`config.mk`:
```
export PLATFORM = sky130hd
export DESIGN_NAME = fors_sig_writer
export DESIGN_NICKNAME = d
export VERILOG_FILES = /design/src/rtl/fors_sig_writer_pkg.sv /design/src/rtl/fors_sig_writer_sig_fifo.sv /design/src/rtl/fors_sig_writer.sv
export SDC_FILE = /design/constraint.sdc
export NUM_CORES = 1
export LEC_CHECK = 0
export CAP_MARGIN = 20
export CORE_AREA = 2 2 414 416
export DETAILED_ROUTE_END_ITERATION = 8
export DIE_AREA = 0 0 416 418
export HOLD_SLACK_MARGIN = 0.03
export PLACE_DENSITY = 0.58
export RECOVER_POWER = 100
export SYNTH_ARGS = -nofsm -noshare
export SYNTH_HDL_FRONTEND = slang
export SYNTH_HIERARCHICAL = 1
export SYNTH_SLANG_ARGS = --single-unit
```
`constraint.sdc`:
```
create_clock -name clk -period 6.1 [get_ports clk]
set_clock_uncertainty 0.1 [all_clocks]
set_input_delay 1.83 -clock clk [delete_from_list [all_inputs] [get_ports clk]]
set_output_delay 1.83 -clock clk [all_outputs]
set_load 0.01 [all_outputs]
```
`src/rtl/fors_sig_writer_pkg.sv`:
```
// Shared constants and FSM state type for the FORS signature writer.
package fors_sig_writer_pkg;

  localparam int SPX_FORS_TREES  = 22;
  localparam int SPX_FORS_HEIGHT = 14;
  localparam int WORDS           = SPX_FORS_TREES * (1 + SPX_FORS_HEIGHT);

  // Widths of the in-group position counters (tree 0..21, pos 0..14).
  localparam int TREE_W = $clog2(SPX_FORS_TREES);
  localparam int POS_W  = $clog2(SPX_FORS_HEIGHT + 1);

  typedef enum logic [1:0] {
    S_IDLE    = 2'd0,
    S_COLLECT = 2'd1,
    S_DRAIN   = 2'd2,
    S_DONE    = 2'd3
  } state_t;

endpackage

```
`src/rtl/fors_sig_writer_sig_fifo.sv`:
```
// Small synchronous FIFO with register-array storage. The head entry is read
// straight from a register, so data is valid the cycle after it is pushed.
// The caller only asserts push/pop when they are legal (push when not full
// or popping the same cycle, pop when not empty).
module fors_sig_writer_sig_fifo #(
  parameter int WIDTH = 256,
  parameter int DEPTH = 4
) (
  input  logic             clk,
  input  logic             rstn,
  input  logic             push,
  input  logic [WIDTH-1:0] wdata,
  input  logic             pop,
  output logic [WIDTH-1:0] rdata,
  output logic             empty,
  output logic             full,
  output logic             last
);

  localparam int AW = $clog2(DEPTH);

  logic [WIDTH-1:0] mem [DEPTH];
  logic [AW-1:0]    wr_ptr;
  logic [AW-1:0]    rd_ptr;
  logic [AW:0]      count;

  // Storage, pointers and occupancy; storage is cleared so the output reads 0 after reset.
  always_ff @(posedge clk or negedge rstn) begin
    if (!rstn) begin
      for (int i = 0; i < DEPTH; i++) mem[i] <= '0;
      wr_ptr <= '0;
      rd_ptr <= '0;
      count  <= '0;
    end else begin
      if (push) begin
        mem[wr_ptr] <= wdata;
        wr_ptr      <= wr_ptr + 1'b1;
      end
      if (pop) rd_ptr <= rd_ptr + 1'b1;
      case ({push, pop})
        2'b10:   count <= count + 1'b1;
        2'b01:   count <= count - 1'b1;
        default: count <= count;
      endcase
    end
  end

  assign rdata = mem[rd_ptr];
  assign empty = (count == '0);
  assign full  = (count == (AW + 1)'(DEPTH));
  assign last  = (count == (AW + 1)'(1));

endmodule

```
`src/rtl/fors_sig_writer.sv`:
```
// Sink for the FORS signature word stream: buffers words in a small FIFO,
// writes them in order to the signature SRAM, checks the word count and
// latches the FORS root for the hypertree stage.
//
// state     | meaning
// ----------+-------------------------------------------------------------
// S_IDLE    | waiting for start
// S_COLLECT | accepting sig words, waiting for fors_done
// S_DRAIN   | root latched, emptying the FIFO into SRAM
// S_DONE    | one-cycle done pulse, then back to idle
module fors_sig_writer
  import fors_sig_writer_pkg::*;
#(
  parameter int ADDR_W     = 12,
  parameter int FIFO_DEPTH = 4
) (
  input  logic              clk,
  input  logic              rstn,
  input  logic              start,
  input  logic [ADDR_W-1:0] sig_base,
  input  logic              sig_vld,
  input  logic [255:0]      sig_word,
  input  logic              fors_done,
  input  logic [255:0]      fors_root,
  output logic              mem_we,
  output logic [ADDR_W-1:0] mem_addr,
  output logic [255:0]      mem_wdata,
  input  logic              mem_ready,
  output logic              busy,
  output logic              done,
  output logic [255:0]      fors_pk,
  output logic              overflow
);

  state_t              state;
  logic [TREE_W-1:0]   tree;
  logic [POS_W-1:0]    pos;
  logic                complete;

  logic fifo_empty, fifo_full, fifo_last;
  logic collecting, start_acc, pop;
  logic push_req, push_acc, fifo_drop, extra_word;
  logic last_push, count_ok, drain_fin;

  assign collecting = (state == S_COLLECT) || (state == S_DRAIN);
  assign start_acc  = start && (state == S_IDLE);
  assign mem_we     = !fifo_empty;
  assign pop        = mem_we && mem_ready;

  // A word arriving after the full count is an error, not a FIFO push.
  assign push_req   = sig_vld && collecting && !complete;
  assign push_acc   = push_req && (!fifo_full || pop);
  assign fifo_drop  = push_req && !push_acc;
  assign extra_word = sig_vld && collecting && complete;

  assign last_push  = push_acc && (tree == TREE_W'(SPX_FORS_TREES - 1))
                      && (pos == POS_W'(SPX_FORS_HEIGHT));
  // Includes a word pushed in the same cycle as fors_done.
  assign count_ok   = complete || last_push;
  // Finish the drain on the cycle the last pending word is accepted.
  assign drain_fin  = !push_acc && (fifo_empty || (fifo_last && pop));

  fors_sig_writer_sig_fifo #(
    .WIDTH (256),
    .DEPTH (FIFO_DEPTH)
  ) u_fifo (
    .clk   (clk),
    .rstn  (rstn),
    .push  (push_acc),
    .wdata (sig_word),
    .pop   (pop),
    .rdata (mem_wdata),
    .empty (fifo_empty),
    .full  (fifo_full),
    .last  (fifo_last)
  );

  // Leaf/auth-node position within the current tree; complete marks all words received.
  always_ff @(posedge clk or negedge rstn) begin
    if (!rstn) begin
      tree     <= '0;
      pos      <= '0;
      complete <= 1'b0;
    end else if (start_acc) begin
      tree     <= '0;
      pos      <= '0;
      complete <= 1'b0;
    end else if (push_acc) begin
      if (pos == POS_W'(SPX_FORS_HEIGHT)) begin
        pos <= '0;
        if (tree == TREE_W'(SPX_FORS_TREES - 1)) complete <= 1'b1;
        else                                     tree     <= tree + 1'b1;
      end else begin
        pos <= pos + 1'b1;
      end
    end
  end

  // SRAM write address: loaded from sig_base on start, advances on each accepted write.
  always_ff @(posedge clk or negedge rstn) begin
    if (!rstn)          mem_addr <= '0;
    else if (start_acc) mem_addr <= sig_base;
    else if (pop)       mem_addr <= mem_addr + 1'b1;
  end

  // Sequencing FSM with registered busy/done/fors_pk/overflow.
  always_ff @(posedge clk or negedge rstn) begin
    if (!rstn) begin
      state    <= S_IDLE;
      busy     <= 1'b0;
      done     <= 1'b0;
      fors_pk  <= '0;
      overflow <= 1'b0;
    end else begin
      done <= 1'b0;
      case (state)
        S_IDLE: begin
          if (start) begin
            overflow <= 1'b0;
            busy     <= 1'b1;
            state    <= S_COLLECT;
          end
        end
        S_COLLECT: begin
          if (fifo_drop || extra_word) overflow <= 1'b1;
          if (fors_done) begin
            fors_pk <= fors_root;
            if (!count_ok) overflow <= 1'b1;
            state <= S_DRAIN;
          end
        end
        S_DRAIN: begin
          if (fifo_drop || extra_word) overflow <= 1'b1;
          if (drain_fin) begin
            done  <= 1'b1;
            state <= S_DONE;
          end
        end
        S_DONE: begin
          busy  <= 1'b0;
          state <= S_IDLE;
        end
        default: begin
          busy  <= 1'b0;
          state <= S_IDLE;
        end
      endcase
    end
  end

endmodule

```
==> out/qor.csv <==
stage;metric;value;unit
place;HPWL after DPL;114;mm
layout;share of post-route cells with drive strength above 1;0.386;
floorplanning;Initial Util;0.333;
synth;synth cell count leaders;1314 x dfrtp_1, 1280 x mux2_2, 145 x mux4_2, 111 x mux4_1, 103 x buf_6;
worst_setup_path;CP arrival;3.69;ns
synth;Main synth FF type;dfrtp_1;
place;I/O Buffers;1057;
worst_setup_path;CP endpoint kind;primary output;
synth;Yosys warning count;6;
sta;post-route minimum period;5.62;ns
floorplanning;Die W;416;µm
grt;GRT overflow;0;
status;status;finished, violations left;
sta;RSZ-0062 raised after global routing;no;
min_path;hold path start;u_fifo/mem[691]$_DFFE_PN0P_;
synth;leading post-synthesis cells by cell area;dfrtp_1 58%, mux2_2 26%, mux4_2 5.8%, mux4_1 5.2%, buf_6 2.1%;
synth;Netlist Area Pre-Place;56400;µm²
power;Static Leak;0.0314;µW
layout;Non-Filler Instances;6670;
synth;Yosys top cell by area;dfrtp_1;
synth;count leader, synth;dfrtp_1;
clock_network;Root Buffer;clkbuf_16;
grt;overall routing resource usage;0.187;
power;Worst IR Drop VDD;0.000340;V
routing;Final ANT Viol Nets;0;
worst_setup_path;worst reg2reg startpoint;u_fifo/count[0]$_DFFE_PN0P_;
worst_setup_path;crit path cell chain;clkbuf_2, mux4_2, dlygate4sd3_1;
floorplanning;Core Region;169000;µm²
synth;post-synthesis sequential area ratio;0.583;
routing;DR vias;32900;
clock_network;CTS H-Tree Depth;4;
sta;Final period util;0.921;
layout;final core utilization;0.436;
synth;Cell variety after synth;50;
clock_network;clock tree sinks;1314;
synth;Synth top area share;0.583;
sta;max-slew violation count;492;
worst_setup_path;CP required;4.17;ns
power;pwr dens;583;nW/µm²
sta;final setup vio count;0;
place;GP Congestion;0.796;
routing;DR vias/cell;4.94;
routing;DRT Pass-1 Iters;4;
sta;Slew headroom;-1.42;
sta;Fin Setup TNS;0;ns
synth;EDFF count, synth;0;
worst_setup_path;CP max-delay cell;clkbuf_2;
place;Post-Place Cells;6366;
routing;Wirelength per Cell;24.7;µm
floorplanning;die height;418;µm
routing;DRC;0;
worst_setup_path;R2R cell count;9;
sta;fmax;178;MHz
synth;Post-Syn Instances;3234;
worst_setup_path;CP startpoint kind;register;
floorplanning;Core Rows;151;
min_path;hold depth;1;
worst_setup_path;CP peak stage delay;0.93;ns
run;max-cap violations;8;
synth;Avg Cell Area, Syn;17.4;µm²
floorplanning;# IOs;1058;
routing;DRT Wirelength;165;mm
worst_setup_path;worst reg2reg endpoint;u_fifo/mem[396]$_DFFE_PN0P_;
synth;Syn Nets;3782;
clock_network;clock slew at reported path FFs;0.06;ns
grt;largest net degree at the start of global routing;120;
worst_setup_path;CP Class;register to primary output;
worst_setup_path;CP Max Fanout;28;
routing;DR iter-0 viols;1549;
clock_network;CTS tree;done;
clock_network;Clock Path Buffers;3;
clock_network;TritonCTS Buffers;152;
clock_network;hold_buf cts;0;
grt;antenna violations before repair;96;
synth;Async S/R FF share, synth;1.00;
sta;Final Hold Fails;0;
layout;number of nets in the layout;4851;
grt;vias in the first global route;35300;
status;failing checks;capacitance limit, slew limit;
layout;Area growth, synth to finish;30.8;%
layout;filler instances;15200;
synth;Synth Register Bits;1314;
clock_network;Clk Latency, worst-skew pair;0.79;ns
min_path;HP Class;register to register;
floorplanning;die area;174000;µm²
grt;wire length of the first global-routing pass;241;mm
sta;worst slew pin tran;3.63;ns
worst_setup_path;Reg2Reg Setup Slack;1.27;ns
clock_network;cts repair resizes;0;
clock_network;Post-CTS Setup Repair Bufs;0;
min_path;Hold EP;u_fifo/mem[691]$_DFFE_PN0P_;
-- worst max-delay path: cells and delay by family (launching register included) --
kind	cells	cell delay [ns]
buffers and inverters	2	1.57
DFF	1	0.65
muxes	1	0.66
-- power breakdown --
part           internal (µW)  switching [µW]
combinational          10900            7710
clock                   5490            3660
sequential             13100            2140
-- state kept, by name, indices dropped and copies added (netlist names), 3 cells and up --
register,cells
fors_pk,256
mem_addr,12
pos,4
tree,5
u_fifo/count,3
u_fifo/mem,1024
-- through the flow --
step                total power (µW)  hold WS [ns]  worst slack (ns)  area (µm²)
finish                         43000         0.394             0.482       73700
global route                   45500         0.402             0.314       73700
CTS                            44700         0.397             0.663       73900
detailed placement             35200         0.385              1.35       68900
global placement               34900         0.379              1.41       68900
floorplan                      26100         0.370              2.73       56400
-- metal layers --
metal | global-route usage | up-vias | share of wire
met5 | 0 | - | 0.00010
met4 | 0.0918 | 4 | 0.044
met3 | 0.0545 | 348 | 0.062
met2 | 0.337 | 930 | 0.54
met1 | 0.199 | 17400 | 0.36
li1 | - | 14300 | -
-- worst max-delay path by stage --
stage | startpoint | end | slack, ns | cells after the start
2_1_floorplan | sig_vld | u_fifo/mem[215]$_DFFE_PN0P_ | 2.73 | 8
3_3_place_gp | mem_ready | u_fifo/mem[141]$_DFFE_PN0P_ | 1.41 | 7
3_5_place_dp | mem_ready | u_fifo/mem[138]$_DFFE_PN0P_ | 1.35 | 7
4_1_cts | u_fifo/rd_ptr[0]$_DFFE_PN0P_ | mem_wdata[56] | 0.66 | 4
5_1_grt | u_fifo/rd_ptr[0]$_DFFE_PN0P_ | mem_wdata[161] | 0.31 | 3
6_report | u_fifo/rd_ptr[0]$_DFFE_PN0P_ | mem_wdata[115] | 0.48 | 3
-- cell families after synthesis --
family,share of synthesized area
AOI/OAI and AO/OA,0.00471
DFF,0.583
and+or+nand+nor,0.00775
xor gates and xnor gates,0.00249
muxes,0.366
adders and majority gates,0.00400
buffers and inverters,0.0319
-- placed cells by master (no fill, tap or decap), types with 16 or more instances in the layout --
cell,Yosys,layout
dfrtp_1,1314,1312
mux2_2,1280,1280
clkdlybuf4s50_1,0,595
dlygate4sd3_1,0,461
clkbuf_16,0,156
mux4_2,145,145
mux4_1,111,111
clkbuf_1,12,53
diode_2,0,39
nand2_1,37,37
clkbuf_8,0,32
buf_12,0,22
ha_1,18,18
o21ai_0,17,17
inv_1,16,16
-- cell type report --
class	instances	area [µm²]	area share
clock buffers	229	4500	0.0610
diodes	39	97.6	0.00132
repair buffers	1119	11200	0.152
well taps	2218	2780	0.0376
inverters	16	60.1	0.000814
multi-input cells	1700	21700	0.294
flip-flops and latches	1314	32900	0.446
clock inverters	35	494	0.00670
Note: power is estimated with default switching activity, not from simulation.
